==> src/rtl/alu_seq_issue.sv <==
// Issue sequencer in front of an 8-bit combinational ALU; iterates shift/rotate
// opcodes through the ALU's single-bit shifter. Optional: ALU_SEQ_SHIFTOUT_EN.
module alu_seq_issue #(
  parameter int COUNT_W = 3
) (
  input  logic               clk,
  input  logic               rst,
  input  logic               req_valid,
  output logic               req_ready,
  input  logic [3:0]         req_opcode,
  input  logic [7:0]         req_a,
  input  logic [7:0]         req_b,
  input  logic [COUNT_W-1:0] req_count,
  output logic [7:0]         alu_a,
  output logic [7:0]         alu_b,
  output logic [3:0]         alu_opcode,
  input  logic [7:0]         alu_out,
  input  logic [7:0]         alu_flg,
  output logic               rsp_valid,
  input  logic               rsp_ready,
  output logic [7:0]         rsp_data,
  output logic [7:0]         rsp_flags
);

  typedef enum logic [1:0] {IDLE, EXEC, RESP} state_t;

  state_t             state, state_nxt;
  logic [COUNT_W-1:0] cnt;
  logic [COUNT_W-1:0] load_cnt;
  logic [7:0]         final_flags;
  logic               accept;
  logic               last_pass;
  logic               rsp_done;

  assign accept    = (state == IDLE) && req_valid;
  assign last_pass = (state == EXEC) && (cnt == COUNT_W'(1));
  assign rsp_done  = rsp_valid && rsp_ready;

  // Held low while rst is asserted so nothing is offered during reset.
  assign req_ready = (state == IDLE) && !rst;

  // A zero shift count still performs one ALU pass.
  assign load_cnt = (req_opcode[2] && (req_count != '0)) ? req_count : COUNT_W'(1);

`ifdef ALU_SEQ_SHIFTOUT_EN
  // Bit leaving the operand on this pass: MSB for left moves, LSB for right moves.
  assign final_flags = alu_opcode[2] ? {alu_flg[7:1], (alu_opcode[0] ? alu_a[0] : alu_a[7])}
                                     : alu_flg;
`else
  assign final_flags = alu_flg;
`endif

  always_ff @(posedge clk or posedge rst) begin
    if (rst) state <= IDLE;
    else     state <= state_nxt;
  end

  // NOTE: every variable assigned here gets a default first so no latch is inferred.
  always_comb begin
    state_nxt = state;
    unique case (state)
      IDLE: if (req_valid) state_nxt = EXEC;
      EXEC: if (last_pass) state_nxt = RESP;
      RESP: if (rsp_done)  state_nxt = IDLE;
      default:             state_nxt = IDLE;
    endcase
  end

  // NOTE: datapath registers are reset too, so the ALU sees 0x00 operands out of reset.
  always_ff @(posedge clk or posedge rst) begin
    if (rst) begin
      alu_a      <= '0;
      alu_b      <= '0;
      alu_opcode <= '0;
      cnt        <= '0;
      rsp_data   <= '0;
      rsp_flags  <= '0;
    end else if (accept) begin
      alu_a      <= req_a;
      alu_b      <= req_b;
      alu_opcode <= req_opcode;
      cnt        <= load_cnt;
    end else if (state == EXEC) begin
      cnt <= cnt - COUNT_W'(1);
      if (last_pass) begin
        rsp_data  <= alu_out;
        rsp_flags <= final_flags;
      end else begin
        alu_a <= alu_out;
      end
    end
  end

  // Response is offered one cycle after the final pass has been captured.
  always_ff @(posedge clk or posedge rst) begin
    if (rst) rsp_valid <= 1'b0;
    else     rsp_valid <= (state == RESP) && !rsp_done;
  end

endmodule

==> config.mk <==
export PLATFORM = sky130hd
export DESIGN_NAME = alu_seq_issue
export DESIGN_NICKNAME = d
export VERILOG_FILES = /design/src/rtl/alu_seq_issue.sv
export SDC_FILE = /design/constraint.sdc
export NUM_CORES = 1
export LEC_CHECK = 0
export CAP_MARGIN = 20
export CORE_MARGIN = 2
export CORE_UTILIZATION = 44
export CTS_CLUSTER_SIZE = 24
export DETAILED_ROUTE_END_ITERATION = 8
export HOLD_SLACK_MARGIN = 0.12
export MAX_ROUTING_LAYER = met4
export PLACE_DENSITY = 0.84
export SLEW_MARGIN = 0
export SYNTH_ARGS = -nofsm -noshare
export SYNTH_HDL_FRONTEND = slang
export SYNTH_SLANG_ARGS = --single-unit
==> constraint.sdc <==
create_clock -name clk -period 3.3 [get_ports clk]
set_input_delay 0.33 -clock clk [delete_from_list [all_inputs] [get_ports clk]]
set_output_delay 0.33 -clock clk [all_outputs]
set_load 0.01 [all_outputs]
==> run summary <==
Ys Warns: 0
Average via count per standard cell: 5.17
Die height: 66.8 um
# setup viols final: 0
Max VDD drop: 0.415 mV
CP Data Arrival Time: 2170 ps
Root buf cell: clkbuf_8
Grt total ovfl: 0
Slew Viols, Final: 0
Number of global-route vias before repair: 1309
Commonest non-fill, non-tap cell in the layout: clkdlybuf4s50_1
Min-delay worst type: in -> async
Critical Path Fanout Max: 17
Sinks on Clock Net: 42
H-tree Lvls: 2
FMAX: 500 MHz
Initial Util: 46.6%
Leak: 0.00115 uW
Adder-Cell Fraction of Synth Area: 1.44%
Seq. cell area: 0.00105 mm2
Hold_buf cts: 0
Worst Setup Start Kind: register
Tot GR Track Use: 19.7%
Dpl ws: 1300 ps
FF+latch count, synth: 42
HPWL Detailed: 3100 um
Final setup margin: 1300 ps
Most frequent cells in the layout: clkdlybuf4s50_1, dfrtp_1, mux2_2
Critical path type: reg -> reg
Critical Path RT: 3470 ps
Total negative slack: 0 ps
Post-Syn Area: 0.00173 mm2
GP Congestion: 0.831
Cell row count: 22
Resized Gates After CTS: 0
Main combinational cell family by area after synthesis: multiplexers
Via count: 1304
Largest net degree at the start of global routing: 30
Syn_nets: 164
Final hold vios: 0
Seq/Total Area, Yosys: 60.6%
Setup bufs post-CTS: 0
XOR/XNOR Fraction of Synth Area: 1.01%
Post-synth top area cell: dfrtp_1
First-pass GRT wire length: 6250 um
Drt total wl: 3980 um
Clock Path Buffers: 2
Worst-Margin Slew: 791 ps
Post-route clock period utilization: 60.7%
Final Util: 72.4%
Ant. Diodes: 0
TritonCTS clock tree: done
Synth cell types: 23
Crit. End Element: register
IO buf count: 80
Share of the synthesized area in the top cell type: 60.6%
Fraction of layout cells with a size suffix above 1: 22.1%
1st-iter DRT viols: 66
# fillers: 266
DR pass1 iterations: 4
Drt wl/cell: 15.8 um
Pwr Density: 945 mW/mm2
Mux cell area share after synthesis: 18.8%
# DRC: 0
Max-Cap Viols: 0
Nets: 248
Die area: 0.00446 mm2
Area growth syn-to-layout: 55.2%
R2R depth: 5
IO Pins: 81
Initial antenna violation count: 0
Power after layout: 2540 uW
Synth Area in Simple Gates: 7.80%
Synth area leaders: dfrtp_1, mux2_2, a221o_1
Fin Clk Skew: 4.22 ps
Synth Area in Compound Gates: 6.71%
Post-synthesis instance total: 119
CTS buffer count: 5
Core ar.: 0.00372 mm2
Mean Syn Cell Area: 14.6 um2
Status: complete, no violations
Footprint of the multi-input gates: 626 um2
Unrepaired setup endpoints after global routing: no
Clock-pin slew on the worst setup and hold paths: 70 ps
Post-route antenna net violation count: 0
Die W: 66.8 um
Clock period minus worst slack: 2000 ps
Slew HR: 47.2%
Clock Latency Late Sink: 290 ps
==> logic make-up (layout without fill, tap and decap cells) <==
group	count (synthesis)	after routing
multiplexers	29	29
adder cells (fa/ha/maj)	2	2
AO/OA/AOI/OAI	14	14
flip-flops	42	42
buffers and inverters	11	96
XOR/XNOR	2	2
AND/OR/NAND/NOR	19	19
==> through the flow <==
step           instances  cell area [um2]  hold slack, ps
3_5_place_dp         244             2580             470
3_3_place_gp         244             2580             459
6_report             252             2690             425
2_1_floorplan        119             1730             428
4_1_cts              252             2690             431
5_1_grt              252             2690             481
==> where the power goes <==
part	switching, uW	leakage (uW)	internal [uW]
Sequential	155	0.000503	778
Clock	159	0.0000575	211
Combinational	473	0.000585	766
==> routing by layer <==
layer  wire [um]  GRT usage (%)  vias to the layer above  part of all wire, %
met3         340           6.59                        3                  8.6
li1            -              -                      594                    -
met4          28           5.10                        0                 0.70
met1        1640           23.1                      646                   41
met2        1970           32.8                       61                   49
met5           0              -                        -                    0
==> synth_stat cells <==
master,number
nand2b_1,1
ha_1,2
a21oi_2,1
buf_2,4
nand3_1,2
nor2_1,1
nor3b_4,1
dfrtp_1,42
inv_1,5
and3_1,8
nand2b_4,1
buf_6,2
mux2_2,29
a211oi_1,1
or2_2,1
xor2_1,1
a221o_1,8
nor2b_1,1
xnor2_1,1
nor3_1,1
nor3b_1,1
o21ai_0,4
nand3b_1,1
==> registers in the layout, indices dropped and copies added, names as in the netlist <==
register / count
state: 2
rsp_valid: 1
alu_opcode: 4
alu_a: 8
alu_b: 8
rsp_flags: 8
cnt: 3
rsp_data: 8
==> cell type report <==
cell class                 count  share of cell area (%)
clock buffer                   8                    4.09
inverter                       5                   0.698
multi-input combinational     66                    23.3
sequential                    42                    39.1
tap                           48                    2.23
timing repair buffer          83                    30.6
==> worst paths after layout <==
path | end | start | slack [ps]
min | rsp_valid$_DFF_PP0_ | rst | 430
min in group clk | rsp_valid$_DFF_PP0_ | rsp_valid$_DFF_PP0_ | 470
max in group asynchronous | rsp_flags[1]$_DFFE_PP0P_ | rst | 2120
max | rsp_flags[1]$_DFFE_PP0P_ | cnt[1]$_DFFE_PP0P_ | 1300
min reg2reg | rsp_valid$_DFF_PP0_ | rsp_valid$_DFF_PP0_ | 470
max reg2reg | rsp_flags[1]$_DFFE_PP0P_ | cnt[1]$_DFFE_PP0P_ | 1300
==> worst max-delay path, cell delays in order (launching register included) <==
cell and delay (ps):
dfrtp_1 360, inv_1 90, ha_1 210, nand2b_4 110
nor3b_4 690, mux2_2 420
Power figures use the tool's default switching activity.
